**config.mk**
```make
export PLATFORM = sky130hd
export DESIGN_NAME = coax_rx_flat
export DESIGN_NICKNAME = d
export VERILOG_FILES = /design/src/rtl/coax_rx_if.sv /design/src/rtl/coax_rx.sv /design/src/flat_wrapper.sv
export SDC_FILE = /design/constraint.sdc
export NUM_CORES = 1
export LEC_CHECK = 0
export ABC_AREA = 0
export ABC_CLOCK_PERIOD_IN_PS = 1910
export CAP_MARGIN = 10
export CORE_MARGIN = 2
export CORE_UTILIZATION = 50
export DETAILED_ROUTE_END_ITERATION = 7
export PLACE_DENSITY_LB_ADDON = 0.2
export SYNTH_ARGS = -nofsm -noshare
export SYNTH_HDL_FRONTEND = slang
export SYNTH_SLANG_ARGS = --single-unit
```
**constraint.sdc**
```tcl
create_clock -name clk -period 1.91 [get_ports clk]
set_input_delay 0.191 -clock clk [delete_from_list [all_inputs] [get_ports clk]]
set_output_delay 0.191 -clock clk [all_outputs]
set_load 0.02 [all_outputs]
```
**src/rtl/coax_rx_if.sv**
```systemverilog
// Signal bundle between the coax line/transmitter side and the coax_rx receiver.
// The master drives the line and the transmitter-busy flag; the slave reports decoded words.
interface coax_rx_if;
    logic       rx;
    logic       tx_active;
    logic       active;
    logic [9:0] data;
    logic       strobe;
    logic       error;
    logic [1:0] error_code;

    modport master (
        output rx, tx_active,
        input  active, data, strobe, error, error_code
    );

    modport slave (
        input  rx, tx_active,
        output active, data, strobe, error, error_code
    );
endinterface

```
**src/rtl/coax_rx.sv**
```systemverilog
// 3270 coax Manchester receiver: hunts for quiesce ones plus code violation, then
// decodes sync + 10 data + parity words into strobed 10-bit words.
module coax_rx #(
    parameter int unsigned CLOCKS_PER_BIT = 8
) (
    input  logic     clk,
    input  logic     reset_n,
    coax_rx_if.slave bus
);
    localparam int unsigned T     = CLOCKS_PER_BIT;
    localparam int unsigned W     = T / 4;
    localparam int unsigned E_MAX = 2 * T;
    localparam int unsigned EW    = $clog2(E_MAX + 1);

    localparam logic [EW-1:0] WIN_LO = EW'(T - W);
    localparam logic [EW-1:0] WIN_HI = EW'(T + W);
    localparam logic [EW-1:0] CV_LO  = EW'((3 * T) / 2 - W);
    localparam logic [EW-1:0] CV_HI  = EW'((3 * T) / 2 + W);
    localparam logic [EW-1:0] E_SAT  = EW'(E_MAX);

    typedef enum logic [2:0] {
        S_IDLE,
        S_CV_HIGH,
        S_CV_LOW,
        S_DATA,
        S_PARITY,
        S_SYNC
    } state_t;

    state_t        r_state;
    state_t        w_state_nxt;

    logic          r_rx_meta;
    logic          r_rx_sync;
    logic          r_rx_prev;
    logic [EW-1:0] r_ecnt;
    logic [2:0]    r_ones;
    logic [3:0]    r_bitcnt;
    logic [9:0]    r_shift;
    logic [9:0]    r_data;
    logic          r_strobe;
    logic          r_error;
    logic [1:0]    r_code;
    logic          r_active;

    logic          w_edge;
    logic          w_rise;
    logic          w_in_win;
    logic          w_in_cv;
    logic          w_late;
    logic          w_par_ok;
    logic [EW-1:0] w_ecnt_nxt;
    logic [2:0]    w_ones_nxt;
    logic [3:0]    w_bitcnt_nxt;
    logic [9:0]    w_shift_nxt;
    logic [9:0]    w_data_nxt;
    logic          w_strobe_nxt;
    logic          w_error_nxt;
    logic [1:0]    w_code_nxt;
    logic          w_active_nxt;

    assign w_edge   = r_rx_sync ^ r_rx_prev;
    assign w_rise   = r_rx_sync & ~r_rx_prev;
    assign w_in_win = (r_ecnt >= WIN_LO) && (r_ecnt <= WIN_HI);
    assign w_in_cv  = (r_ecnt >= CV_LO) && (r_ecnt <= CV_HI);
    assign w_late   = (r_ecnt > WIN_HI);
    assign w_par_ok = ~^{r_shift, w_rise};

    always_comb begin
        w_state_nxt  = r_state;
        w_ecnt_nxt   = (r_ecnt == E_SAT) ? r_ecnt : r_ecnt + EW'(1);
        w_ones_nxt   = r_ones;
        w_bitcnt_nxt = r_bitcnt;
        w_shift_nxt  = r_shift;
        w_data_nxt   = r_data;
        w_strobe_nxt = 1'b0;
        w_error_nxt  = 1'b0;
        w_code_nxt   = r_code;

        // E is reloaded with 1 on an accepted edge so it reads "cycles since edge".
        if (bus.tx_active) begin
            w_state_nxt = S_IDLE;
            w_ones_nxt  = '0;
            w_ecnt_nxt  = '0;
        end else begin
            case (r_state)
                S_IDLE: begin
                    if ((r_ones == 3'd5) && w_late) begin
                        if (!w_edge) begin
                            w_state_nxt = S_CV_HIGH;
                        end else begin
                            w_ecnt_nxt = EW'(1);
                            if (!w_rise && (r_ecnt <= CV_HI)) w_state_nxt = S_CV_LOW;
                            else                              w_ones_nxt  = '0;
                        end
                    end else if (w_edge && (r_ecnt >= WIN_LO)) begin
                        w_ecnt_nxt = EW'(1);
                        if (w_in_win)
                            w_ones_nxt = !w_rise ? 3'd0 :
                                         (r_ones == 3'd5) ? 3'd5 : r_ones + 3'd1;
                        else
                            // a rise after a quiet line opens a fresh run of ones
                            w_ones_nxt = w_rise ? 3'd1 : 3'd0;
                    end else if (r_ecnt > CV_HI) begin
                        w_ones_nxt = '0;
                    end
                end

                S_CV_HIGH, S_CV_LOW: begin
                    if (w_edge) begin
                        w_ecnt_nxt = EW'(1);
                        if (w_in_cv && (w_rise == (r_state == S_CV_LOW))) begin
                            w_state_nxt  = (r_state == S_CV_HIGH) ? S_CV_LOW : S_DATA;
                            w_bitcnt_nxt = '0;
                        end else begin
                            w_state_nxt = S_IDLE;
                            w_ones_nxt  = '0;
                        end
                    end else if (r_ecnt > CV_HI) begin
                        w_state_nxt = S_IDLE;
                        w_ones_nxt  = '0;
                    end
                end

                S_DATA, S_PARITY, S_SYNC: begin
                    if (w_edge && w_in_win) begin
                        w_ecnt_nxt = EW'(1);
                        if (r_state == S_DATA) begin
                            w_shift_nxt  = {r_shift[8:0], w_rise};
                            w_bitcnt_nxt = r_bitcnt + 4'd1;
                            if (r_bitcnt == 4'd9) w_state_nxt = S_PARITY;
                        end else if (r_state == S_PARITY) begin
                            w_state_nxt = S_SYNC;
                            if (w_par_ok) begin
                                w_strobe_nxt = 1'b1;
                                w_data_nxt   = r_shift;
                            end else begin
                                w_error_nxt = 1'b1;
                                w_code_nxt  = 2'b01;
                            end
                        end else if (w_rise) begin
                            w_state_nxt  = S_DATA;
                            w_bitcnt_nxt = '0;
                        end else begin
                            w_state_nxt = S_IDLE;
                            w_ones_nxt  = '0;
                        end
                    end else if (w_late) begin
                        w_state_nxt = S_IDLE;
                        w_ones_nxt  = '0;
                        w_error_nxt = 1'b1;
                        w_code_nxt  = 2'b10;
                    end
                end

                default: begin
                    w_state_nxt = S_IDLE;
                    w_ones_nxt  = '0;
                end
            endcase
        end

        w_active_nxt = (w_state_nxt == S_DATA) || (w_state_nxt == S_PARITY) ||
                       (w_state_nxt == S_SYNC);
    end

    always_ff @(posedge clk or negedge reset_n) begin
        if (!reset_n) begin
            r_rx_meta <= 1'b0;
            r_rx_sync <= 1'b0;
            r_rx_prev <= 1'b0;
        end else begin
            r_rx_meta <= bus.rx;
            r_rx_sync <= r_rx_meta;
            r_rx_prev <= r_rx_sync;
        end
    end

    always_ff @(posedge clk or negedge reset_n) begin
        if (!reset_n) begin
            r_state  <= S_IDLE;
            r_ecnt   <= '0;
            r_ones   <= '0;
            r_bitcnt <= '0;
            r_shift  <= '0;
            r_data   <= '0;
            r_strobe <= 1'b0;
            r_error  <= 1'b0;
            r_code   <= '0;
            r_active <= 1'b0;
        end else begin
            r_state  <= w_state_nxt;
            r_ecnt   <= w_ecnt_nxt;
            r_ones   <= w_ones_nxt;
            r_bitcnt <= w_bitcnt_nxt;
            r_shift  <= w_shift_nxt;
            r_data   <= w_data_nxt;
            r_strobe <= w_strobe_nxt;
            r_error  <= w_error_nxt;
            r_code   <= w_code_nxt;
            r_active <= w_active_nxt;
        end
    end

    assign bus.active     = r_active;
    assign bus.data       = r_data;
    assign bus.strobe     = r_strobe;
    assign bus.error      = r_error;
    assign bus.error_code = r_code;
endmodule
```
**src/flat_wrapper.sv**
```systemverilog
// flat-port wrapper written by rule: the top's interface ports become plain ports
module coax_rx_flat 
#(
    parameter int unsigned CLOCKS_PER_BIT = 8
)
  (clk, reset_n, bus_rx, bus_tx_active, bus_active, bus_data, bus_strobe, bus_error, bus_error_code);
  coax_rx_if bus_i ();
  input  logic clk;
  input  logic reset_n;
  input wire logic [$bits(bus_i.rx)-1:0] bus_rx;
  input wire logic [$bits(bus_i.tx_active)-1:0] bus_tx_active;
  output wire logic [$bits(bus_i.active)-1:0] bus_active;
  output wire logic [$bits(bus_i.data)-1:0] bus_data;
  output wire logic [$bits(bus_i.strobe)-1:0] bus_strobe;
  output wire logic [$bits(bus_i.error)-1:0] bus_error;
  output wire logic [$bits(bus_i.error_code)-1:0] bus_error_code;
  assign bus_i.rx = bus_rx;
  assign bus_i.tx_active = bus_tx_active;
  assign bus_active = bus_i.active;
  assign bus_data = bus_i.data;
  assign bus_strobe = bus_i.strobe;
  assign bus_error = bus_i.error;
  assign bus_error_code = bus_i.error_code;
  coax_rx #(.CLOCKS_PER_BIT(CLOCKS_PER_BIT)) u_core (.clk(clk), .reset_n(reset_n), .bus(bus_i));
endmodule
```
======== Word-level counts from Yosys, hierarchy flattened ========
Cells that the tools add are included.
operators by class
  add/subtract/negate cells ............... 3
  magnitude comparators ................... 6
  equal/unequal tests ..................... 27
  mux-type cells .......................... 65
  bitwise gates (word level) .............. 5
  reduce and logical (&&, ||, !) cells .... 21
operator list
  cell                                                               count
  two-way mux 3 bit                                                  28
  two-way mux 5 bit                                                  6
  two-way mux 4 bit                                                  6
  inequality test 4 bit, second input constant                       5
  case mux 3 bit (3 select lines)                                    2
  == test 3 bit, second input constant                               5
  two-way mux 1 bit                                                  15
  case mux 5 bit (3 select lines)                                    1
  AND reduction 7 bit                                                2
  two-way mux 2 bit                                                  6
  AND reduction 6 bit                                                2
  XNOR reduction 11 bit                                              1
  > comparator 5 x 4 -> 1 bit, second input constant                 2
  <= comparator 5 x 4 -> 1 bit, second input constant                2
  == test 3 x 2 -> 1 bit, second input constant                      3
  case mux 4 bit (2 select lines)                                    1
  logical AND 1 bit                                                  7
  inequality test 2 x 1 -> 1 bit, second input constant              3
  inequality test 2 bit, second input constant                       3
  adder 5 x 1 -> 5 bit, second input constant                        1
  == test 5 bit, second input constant                               1
  greater-or-equal comparator 5 x 3 -> 1 bit, second input constant  1
  greater-or-equal comparator 5 x 4 -> 1 bit, second input constant  1
  adder 4 x 1 -> 4 bit, second input constant                        1
  other kinds (18)                                                   22
word-level totals
  register bits after elaboration ......... 43
  bits of input ports ..................... 4
  output and inout bits ................... 15
  logic and storage cells ................. 140

======== Logic depth before layout (Yosys ltp) ========
Gate-level depths: netlist of run 1.
  depth after elaboration ................. 12
  gate-level depth with buffers ........... 9
  mapped depth without buffers ............ 8

======== Least setup slack after synthesis of run 1 ========
No wires, ideal clock.
  path type ............................... register -> register
  start ................................... register u_core.r_ecnt[0]
  end ..................................... register u_core.r_shift[1]
  data arrival time ....................... 1.859 ns
  required time ........................... 1.785 ns
  path slack .............................. -0.074 ns
  cell stages (with the launch flop) ...... 9
  buffers on the path ..................... 2
  cells stage by stage .................... dfrtp_1 > inv_1 > ha_1 > o21a_1 > o21a_1 > buf_6 > nand3_1 > buf_2 > mux2_2
on the way
  word-level cells in the longest chain between the ends .. 4
  elaborated cells between the ends (all ways) .. 5
  classes of those cells .................. order compare (2); reduce/logical (3)
RTL lines
  item                                                                                               line            text
  start: declaration                                                                                 coax_rx.sv:36   logic [EW-1:0] r_ecnt;
  start signal: assignment                                                                           coax_rx.sv:193  r_ecnt <= w_ecnt_nxt;
  greater-or-equal comparator 5 x 3 -> 1 bit / <= comparator 5 x 4 -> 1 bit (equally long branches)  coax_rx.sv:64   assign w_in_win = (r_ecnt >= WIN_LO) && (r_ecnt <= WIN_HI);
  logical AND 1 bit (*)                                                                              coax_rx.sv:64
  logical AND 1 bit (*)                                                                              coax_rx.sv:126  if (w_edge && w_in_win) begin
  AND reduction 4 bit (no source line) (*)                                                           -
  end signal: assignment                                                                             coax_rx.sv:196  r_shift <= w_shift_nxt;
  end: declaration                                                                                   coax_rx.sv:39   logic [9:0] r_shift;
Mark *: on every way between the ends. The rest lies on a longest branch, timed or not.
A chain may end at the register's enable or synchronous reset.

======== Final worst setup path of run 1 ========
  start ................................... register u_core.r_rx_sync
  end ..................................... register u_core.r_ones[0]
on the way
  word-level cells in the longest chain between the ends .. 7
  elaborated cells between the ends (all ways) .. 25
  classes of those cells .................. eq/ne (8); mux (9); bitwise (2); reduce/logical (6)
RTL lines
  item                                                           line                           text
  start: declaration                                             coax_rx.sv:34                  logic r_rx_sync;
  start signal: assignment                                       coax_rx.sv:174                 r_rx_sync <= r_rx_meta;
  bitwise AND 1 bit                                              coax_rx.sv:63                  assign w_rise = r_rx_sync & ~r_rx_prev;
  two-way mux 1 bit / two-way mux 3 bit (equally long branches)  coax_rx.sv:103, coax_rx.sv:99
  two-way mux 3 bit                                              coax_rx.sv:98                  if (w_in_win)
  two-way mux 3 bit                                              coax_rx.sv:96                  end else if (w_edge && (r_ecnt >= WIN_LO)) begin
  two-way mux 3 bit                                              coax_rx.sv:88                  if ((r_ones == 3'd5) && w_late) begin
  case mux 3 bit (3 select lines)                                coax_rx.sv:86                  case (r_state)
  two-way mux 3 bit                                              coax_rx.sv:81                  if (bus.tx_active) begin
  end signal: assignment                                         coax_rx.sv:194                 r_ones <= w_ones_nxt;
  end: declaration                                               coax_rx.sv:37                  logic [2:0] r_ones;
Several ways; a longest one is shown, not always the timed one.

==> metrics.yaml, run 1 <==
status: "complete, but fails checks"
violations: "negative setup slack"
grt_pass1_vias: 1963
cap_violations: 0
slowest_delay_ns: 0.49
path_cells: "ha_4, or4b_4, nor4_4, a31oi_1, o221ai_2, nand2_1, o41ai_2"
intPower_w: 0.00134
cts_tree: "done"
yosys_warnings: 0
swShare: 0.245
critical-path-slowest-cell: "or4b_4"
grt_start_max_net_pins: 26
clkLatencyLatePin_ns: 0.30
finClkSkew_ns: 0.00817
clockBufferDepth: 2
cp.arrival_ns: 2.19
period_needed_ns: 1.98
layout.nets: 307
p_switching_w: 0.000436
drv_slew: 0
fp-row-count: 25
diodes: 0
htree_levels: 2
ys_seq_elements: 43
gp_congestion: 0.961
drt_iter0_drc: 132
synth_nets: 250
power.clock.fraction: 0.363
final_common_cell: "dfrtp_1"
start_util: 0.522
grtUsageTotal: 0.226
areaGrowthSynthToFinish_pct: 33.2
clock.fmax_mhz: 504
syn_area_sq_mm: 0.00246
detailedPlace.worstSlack_ns: -0.153
ant_nets: 0
critPathBufInv: 0
clock_sinks: 43
clockRootBuffer: "clkbuf_8"
whs_ns: 0.338
hold_violations: 0
crit_family: "simple AND/OR/NAND/NOR gates"
num_io_pins: 19
p_leak_nw: 1.44
setup_violations: 8
path_max_fanout: 3
wl_per_cell_um: 15.8
globalRouteOverflowTotal: 0
powerDensity_mw_per_mm2: 542
hpwlAfterDp_mm: 4.03
dp.cells: 354
critPathKind: "reg2reg"
period_share: 1.04
stdcell_count: 365
dieArea_sq_mm: 0.00551
path_clk_slew_ns: 0.08
holdCritPathClass: "in2reg"
finalPower_w: 0.00178
drc: 0
ir_drop_mv: 0.455
synth.distinct_cells: 51
drive_gt1_frac: 0.383
first_pass_iters: 4
start_kind: "register"
yosysSeqAreaShare: 0.437
rsz0062_at_grt: "true"
grt_pass1_wl_mm: 9.45
netlist_instances: 240
crit_path_end_kind: "register"
avgSynthCellArea_sq_um: 10.3
core_area_sq_mm: 0.00472
antenna_found_initial: 0
wl_mm: 5.77
cts_buffers: 5
pwr-share-comb: 0.114
finalSetupTns_ns: -0.256
die_y_um: 74.2
maxSlewHeadroom: 0.689
die_w_um: 74.2
tightest_slew_ns: 0.467
port_buffers: 18
via_per_inst: 5.46
num_vias: 1992
most-common-layout-cells: "dfrtp_1 (41), buf_4 (38), nand2_1 (17), clkdlybuf4s50_1 (17)"
cp_data_required_time_ns: 2.12
setup_slack_ns: -0.0722
seq_power_share: 0.523
## flip-flops by register name (all words and copies together), names as in the netlist
register               flops
u_core.bus.data           10
u_core.r_shift            10
u_core.r_ecnt              5
u_core.r_bitcnt            4
u_core.r_ones              3
u_core.r_state             3
u_core.bus.error_code      2
u_core.bus.active          1
u_core.bus.error           1
u_core.bus.strobe          1
u_core.r_rx_meta           1
u_core.r_rx_prev           1
u_core.r_rx_sync           1
## logic make-up (layout without fill, tap and decap cells)
| group | count (synthesis) | after routing | share of synthesized area |
|---|---|---|---|
| multiplexers | 21 | 21 | 0.109 |
| AO/OA/AOI/OAI | 51 | 51 | 0.138 |
| AND/OR/NAND/NOR | 82 | 82 | 0.179 |
| buffers and inverters | 21 | 79 | 0.0497 |
| XOR/XNOR | 16 | 16 | 0.0569 |
| flip-flops | 43 | 43 | 0.437 |
| adder cells (fa/ha/maj) | 6 | 6 | 0.0305 |
## stage by stage
| stage | util | cell area [sq um] |
|---|---|---|
| after floorplan | - | 2480 |
| after global placement | 0.635 | 3000 |
| after detailed placement | 0.635 | 3000 |
| after CTS | 0.675 | 3190 |
| after global routing | 0.695 | 3280 |
| final | 0.695 | 3280 |
## cell usage after synthesis, drive strengths merged
cell type   n  area, sq um
a211oi      1         12.5
o41ai       2         17.5
xnor2      11         96.3
clkbuf      4         15.0
nand2      18         70.1
or2         3         18.8
o211ai      1         7.51
a31oi       2         12.5
nand3       9         45.0
o21ai      15         78.8
nand4       3         18.8
dfrtp      43         1080
buf        10         81.3
xor2        5         43.8
o22ai       1         6.26
nor3        7         40.0
o21a        4         30.0
mux2       20          259
a41oi       1         8.76
o221ai      1         15.0
nor4b       1         8.76
ha          6         75.1
inv         7         26.3
a211o       2         17.5
a22o        2         17.5
or4b        1         10.0
o2111ai     2         17.5
or3         1         11.3
o31ai       2         15.0
a21o        2         15.0
o311ai      1         8.76
nor3b       1         7.51
nor4        5         37.5
nand2b      3         18.8
mux2i       1         10.0
nor2b       5         31.3
or4         1         7.51
and2        1         6.26
a21oi      12         60.1
nand3b      3         22.5
nor2       19         78.8
or3b        1         8.76
## path summary, 6_finish.rpt
kind / startpoint / endpoint / slack, ns / depth (start not counted)
max in group asynchronous: reset_n / u_core.r_ecnt[0]$_DFF_PN0_ / 1.04 / 3
setup / recovery: u_core.r_rx_sync$_DFF_PN0_ / u_core.r_ones[0]$_DFFE_PN0P_ / -0.07 / 7
setup reg to reg: u_core.r_rx_sync$_DFF_PN0_ / u_core.r_ones[0]$_DFFE_PN0P_ / -0.07 / 7
min in group asynchronous: reset_n / u_core.r_ecnt[4]$_DFF_PN0_ / 0.37 / 2
hold / removal: bus_rx / u_core.r_rx_meta$_DFF_PN0_ / 0.34 / 1
hold reg to reg: u_core.r_rx_meta$_DFF_PN0_ / u_core.r_rx_sync$_DFF_PN0_ / 0.37 / 0
## final cells by class
cell class	count	area (sq um)
inverter	7	26.3
fill	361	1440
tap	67	83.8
clock buffer	7	96.3
timing repair buffer	64	589
multi-input combinational	176	1400
clock inverter	1	7.51
sequential	43	1080
## power groups by stage
stage	registers, W	clock network (W)	logic, W
after floorplan	0.000944	0	0.0000869
after global placement	0.000946	0	0.000174
after detailed placement	0.000947	0	0.000176
after CTS	0.000930	0.000663	0.000191
after global routing	0.000932	0.000698	0.000221
final	0.000931	0.000646	0.000202
## routing by layer
layer / global-route usage / vias up / part of all wire
li1: - / 965 / -
met1: 0.291 / 979 / 0.45
met2: 0.381 / 43 / 0.51
met3: 0.0474 / 5 / 0.037
met4: 0.0813 / 0 / 0.011
met5: 0 / - / 0
## what timing repair did
item	CTS	global route
hold buffers	1	0
setup endpoints to repair	28	36
gates cloned	0	1
resized for setup	12	19
buffers inserted	0	1
pin swaps	1	9
hold endpoints to repair	18	0
(Power assumes the default switching activity.)
==> run 2, diff against run 1 <==
CORE_ASPECT_RATIO = 0.7   (was default)
==> metrics.yaml, run 2 (synthesis gave the netlist of run 1 again) <==
cts_buffers: 5  # unchanged
die_w_um: 87.9  # +18%
clkLatencyLatePin_ns: 0.31  # about the same
drc: 0  # unchanged
hold_depth: 1  # unchanged
reg2regPathDepth: 7  # unchanged
path_cells: "ha_4, or4b_4, nor4_4, a31oi_1, o221ai_2, nand2_1, o41ai_2"
hold_start: "bus_rx"
drive_gt1_frac: 0.426  # +0.0433
crit_path_end_kind: "register"
grtUsageTotal: 0.229  # +0.00265
start_kind: "register"
intPower_w: 0.00128  # -4.8%
holdCritPathClass: "in2reg"
via_per_inst: 5.52  # +1.1%
path_max_fanout: 4  # +1
fill_cells: 355  # -1.7%
slowest_delay_ns: 0.48  # about the same
r2r-start: "u_core.r_rx_sync$_DFF_PN0_"
powerDensity_mw_per_mm2: 518  # -4.5%
clockBufferDepth: 2  # unchanged
port_buffers: 18  # unchanged
antenna_found_initial: 0  # unchanged
dieArea_sq_mm: 0.00552  # +0.17%
period_needed_ns: 2.04  # +0.0561 ns
tightest_slew_ns: 0.582  # +0.115 ns
htree_levels: 2  # unchanged
path_clk_slew_ns: 0.09  # about the same
period_share: 1.07  # +0.0294
clock.fmax_mhz: 491  # -2.8%
wl_per_cell_um: 15.8  # about the same
core_area_sq_mm: 0.00476  # +0.69%
finalSetupTns_ns: -0.325  # -0.0692 ns
num_vias: 2091  # +5.0%
maxSlewHeadroom: 0.612  # -0.0765
diodes: 0  # unchanged
grt_start_max_net_pins: 27  # +3.8%
cp.arrival_ns: 2.24  # +0.05 ns
detailedPlace.worstSlack_ns: -0.103  # +0.0500 ns
swShare: 0.267  # +0.0216
grt_pass1_vias: 1939  # -1.2%
critPathKind: "reg2reg"
start_util: 0.518  # -0.00357
stdcell_count: 379  # +3.8%
finClkSkew_ns: 0.00847  # +0.000297 ns
wl_mm: 6.00  # +3.9%
areaGrowthSynthToFinish_pct: 36.7
p_switching_w: 0.000465  # +6.7%
cts_tree: "done"
hpwlAfterDp_mm: 4.21  # +4.6%
setup_violations: 7  # -1
r2r_setup_slack_ns: -0.13  # -0.06 ns
num_io_pins: 19  # unchanged
critPathBufInv: 0  # unchanged
dp.cells: 366  # +3.4%
whs_ns: 0.326  # -0.0115 ns
drt_iter0_drc: 109  # -17%
pwr-share-comb: 0.120  # +0.006
setup_slack_ns: -0.128  # -0.0561 ns
die_y_um: 62.7  # -15%
violations: "negative setup slack"
drv_slew: 0  # unchanged
fp-row-count: 21  # -16%
seq_power_share: 0.533  # +0.010
clockRootBuffer: "clkbuf_8"
p_leak_nw: 1.48  # +2.7%
critical-path-slowest-cell: "or4b_4"
hold_end: "u_core.r_rx_meta$_DFF_PN0_"
first_pass_iters: 4  # unchanged
cap_violations: 0  # unchanged
gp_congestion: 0.908  # -5.6%
r2r_end: "u_core.r_ones[0]$_DFFE_PN0P_"
rsz0062_at_grt: "true"
hold_violations: 0  # unchanged
ant_nets: 0  # unchanged
cp_data_required_time_ns: 2.12  # about the same
final_common_cell: "buf_4"
grt_pass1_wl_mm: 9.77  # +3.4%
layout.nets: 319  # +3.9%
most-common-layout-cells: "buf_4 (51), dfrtp_1 (41), nand2_1 (17), clkdlybuf4s50_1 (17), nor2_1 (11)"
crit_family: "simple AND/OR/NAND/NOR gates"
status: "complete, but fails checks"
power.clock.fraction: 0.347  # -0.016
ir_drop_mv: 0.459  # +0.90%
clock_sinks: 43  # unchanged
globalRouteOverflowTotal: 0  # unchanged
==> run 2: changes by cell type in the layout (fill, tap and decap cells not counted), sizes merged <==
cell	previous run	this run
inv	7	8
clkinvlp	1	2
clkbuf	8	5
buf	45	58
==> run 2: worst max path at each step <==
stage | from | endpoint | slack (ns) | cells after the start
3_3_place_gp | u_core.r_ecnt[0]$_DFF_PN0_ | u_core.bus.active$_DFF_PN0_ | -0.06 | 8
5_1_grt | u_core.r_rx_sync$_DFF_PN0_ | u_core.r_ones[0]$_DFFE_PN0P_ | -0.18 | 7
4_1_cts | u_core.r_rx_sync$_DFF_PN0_ | u_core.r_ones[2]$_DFFE_PN0P_ | -0.07 | 7
6_report | u_core.r_rx_sync$_DFF_PN0_ | u_core.r_ones[0]$_DFFE_PN0P_ | -0.13 | 7
3_5_place_dp | u_core.r_ecnt[0]$_DFF_PN0_ | u_core.bus.active$_DFF_PN0_ | -0.10 | 8
2_1_floorplan | u_core.r_ecnt[1]$_DFF_PN0_ | u_core.bus.data[0]$_DFFE_PN0P_ | 0.0007 | 8
==> run 2: worst reg2reg max path: cells and delay by family (launching register included) <==
family / cells / cell delay, ns
and+or+nand+nor: 3 / 0.82
adders and majority gates: 1 / 0.30
AOI/OAI and AO/OA: 3 / 0.42
DFF: 1 / 0.42
==> run 2: repair_timing <==
item,4_1_cts,5_1_grt
hold buffers,1,0
gates resized for setup,8,33
setup buffers,1,3
pin swaps,2,14
hold endpoints to repair,24,0
gates cloned,0,1
setup endpoints to repair,7,34
==> run 2: power by group through the flow <==
stage	clock network (W)	logic (W)	registers (W)
detailed placement	0	0.000172	0.000944
global placement	0	0.000170	0.000944
finish	0.000606	0.000209	0.000929
CTS	0.000617	0.000187	0.000927
global route	0.000660	0.000227	0.000930
floorplan	0	0.0000869	0.000944
==> run 2: per-stage QoR <==
step	power (W)	instance area [sq um]	utilization
after detailed placement	0.00112	3050	0.642
after global routing	0.00182	3370	0.708
after floorplan	0.00103	2480	-
after global placement	0.00111	3050	0.642
final	0.00174	3370	0.708
after CTS	0.00173	3210	0.676
==> run 2: final cells by class <==
cell class,count,area (sq um),area share
clock buffers,5,68.8,0.0204
clock inverters,3,23.8,0.00706
inverters,7,26.3,0.00780
multi-input cells,176,1450,0.430
flip-flops and latches,43,1080,0.320
well taps,69,86.3,0.0256
repair buffers,76,638,0.189
==> run 2: layer usage <==
metal | vias to the layer above | global-route usage | part of all wire
met5 | - | 0 | 0
met4 | 0 | 0.0577 | 0.020
met3 | 15 | 0.0449 | 0.060
met2 | 73 | 0.310 | 0.42
met1 | 1006 | 0.371 | 0.50
li1 | 997 | - | -
==> run 3, diff against run 2 <==
DONT_BUFFER_PORTS = 1   (was default)
SLEW_MARGIN = 20   (was default)
==> metrics.yaml, run 3 (synthesis gave the netlist of run 1 again) <==
cp_data_required_time_ns: 2.11  # about the same
period_needed_ns: 1.98  # -0.0585 ns
globalRouteOverflowTotal: 0  # unchanged
cap_violations: 0  # unchanged
most-common-layout-cells: "buf_4 (55), dfrtp_1 (38), nand2_1 (17), nor2_1 (13), xnor2_1 (11)"
dieArea_sq_mm: 0.00552  # unchanged
dp.cells: 346  # -5.5%
tightest_slew_ns: 0.532  # -0.0503 ns
antenna_found_initial: 0  # unchanged
core_area_sq_mm: 0.00476  # unchanged
p_leak_nw: 1.52  # +2.5%
first_pass_iters: 4  # unchanged
ant_nets: 0  # unchanged
htree_levels: 2  # unchanged
powerDensity_mw_per_mm2: 594  # +15%
cts_tree: "done"
clockBufferDepth: 2  # unchanged
finalPower_w: 0.00200  # +15%
drt_iter0_drc: 138  # +27%
finClkSkew_ns: 0.00532  # -0.00315 ns
areaGrowthSynthToFinish_pct: 36.9
start_kind: "register"
num_io_pins: 19  # unchanged
gp_congestion: 0.936  # +3.1%
clkLatencyLatePin_ns: 0.30  # about the same
grt_pass1_vias: 1939  # unchanged
critPathKind: "reg2reg"
ir_drop_mv: 0.410  # -11%
hold_violations: 0  # unchanged
grtUsageTotal: 0.229  # +0.000341
diodes: 0  # unchanged
hpwlAfterDp_mm: 3.97  # -5.7%
clock_sinks: 43  # unchanged
path_clk_slew_ns: 0.08  # about the same
clockRootBuffer: "clkbuf_8"
die_y_um: 62.7  # unchanged
status: "complete, but fails checks"
period_share: 1.04  # -0.0306
setup_slack_ns: -0.0698  # +0.0585 ns
stdcell_count: 370  # -2.4%
cp.arrival_ns: 2.18  # -0.06 ns
hold_depth: 2  # +1
clock.fmax_mhz: 505  # +3.0%
grt_start_max_net_pins: 44  # +63%
final_common_cell: "buf_4"
die_w_um: 87.9  # unchanged
wl_mm: 6.12  # +1.9%
fp-row-count: 21  # unchanged
drive_gt1_frac: 0.449  # +0.0227
rsz0062_at_grt: "true"
start_util: 0.518  # unchanged
path_max_fanout: 4  # unchanged
violations: "negative setup slack"
via_per_inst: 5.53  # +0.28%
grt_pass1_wl_mm: 9.63  # -1.5%
drc: 0  # unchanged
layout.nets: 310  # -2.8%
holdCritPathClass: "in2reg"
cts_buffers: 5  # unchanged
port_buffers: 0  # -18
maxSlewHeadroom: 0.641  # +0.0286
setup_violations: 5  # -2
num_vias: 2047  # -2.1%
reg2regPathDepth: 7  # unchanged
wl_per_cell_um: 16.5  # +4.4%
drv_slew: 0  # unchanged
crit_path_end_kind: "register"
run 3: changes by cell type in the layout (fill, tap and decap cells not counted), sizes merged:
cell / previous run / this run
bufinv: 0 / 2
clkdlybuf4s50: 17 / 0
clkinvlp: 2 / 0
dlygate4sd3: 1 / 3
inv: 8 / 7
clkbuf: 5 / 7
buf: 58 / 63
run 3: per-stage QoR:
step / hold WS [ns] / utilization / setup WS [ns] / cell area [sq um] / TNS (ns)
final: 0.0924 / 0.710 / -0.0698 / 3370 / -0.222
after global routing: 0.0849 / 0.710 / -0.180 / 3370 / -1.48
after CTS: 0.0573 / 0.671 / -0.0275 / 3190 / -0.0288
after detailed placement: -0.104 / 0.604 / -0.116 / 2870 / -1.21
after global placement: -0.104 / 0.604 / -0.146 / 2870 / -0.966
after floorplan: -0.105 / - / 0.000652 / 2480 / 0
run 3: worst max-delay path, cell delays in order, from the launching register on:
cell	delay (ns)
dfrtp_1	0.41
ha_4	0.30
or4b_4	0.47
nor4_4	0.18
a31oi_1	0.08
o221ai_2	0.27
nand2_1	0.10
o41ai_2	0.06
run 3: timing repair:
action | CTS | global route
endpoints found under the hold margin | 46 | 0
hold buffers | 4 | 0
pin swaps | 3 | 14
resized for setup | 18 | 26
buffers inserted | 5 | 7
cloned | 0 | 1
setup endpoints to repair | 31 | 34
run 3: per-layer routing:
metal	wire (um)	global-route usage	part of all wire	up-vias
met3	395	0.0687	0.065	18
met1	2920	0.363	0.48	981
met4	163	0.0865	0.027	0
li1	-	-	-	978
met2	2630	0.288	0.43	70
met5	0	0	0	-
run 3: area by class of cell:
| cell class | instances | area, sq um |
|---|---|---|
| Clock buffer | 6 | 72.6 |
| Clock inverter | 2 | 60.1 |
| Fill cell | 348 | 1380 |
| Inverter | 7 | 26.3 |
| Multi-Input combinational cell | 176 | 1460 |
| Sequential cell | 43 | 1080 |
| Tap cell | 69 | 86.3 |
| Timing Repair Buffer | 67 | 592 |
run 3: final timing paths:
kind,slack [ns],to,from
max,-0.07,u_core.r_ones[0]$_DFFE_PN0P_,u_core.r_rx_sync$_DFF_PN0_
min,0.09,u_core.r_ecnt[3]$_DFF_PN0_,bus_tx_active
max reg2reg,-0.07,u_core.r_ones[0]$_DFFE_PN0P_,u_core.r_rx_sync$_DFF_PN0_
min reg2reg,0.37,u_core.r_rx_sync$_DFF_PN0_,u_core.r_rx_meta$_DFF_PN0_
max in group asynchronous,1.30,u_core.r_ecnt[2]$_DFF_PN0_,reset_n
min in group asynchronous,0.37,u_core.r_ecnt[1]$_DFF_PN0_,reset_n
run 3: power by group:
group,total (W),internal [W],leakage (nW),switching [W]
logic,0.000229,0.000114,0.870,0.000114
clock network,0.000842,0.000523,0.0654,0.000319
registers,0.000932,0.000920,0.584,0.0000125
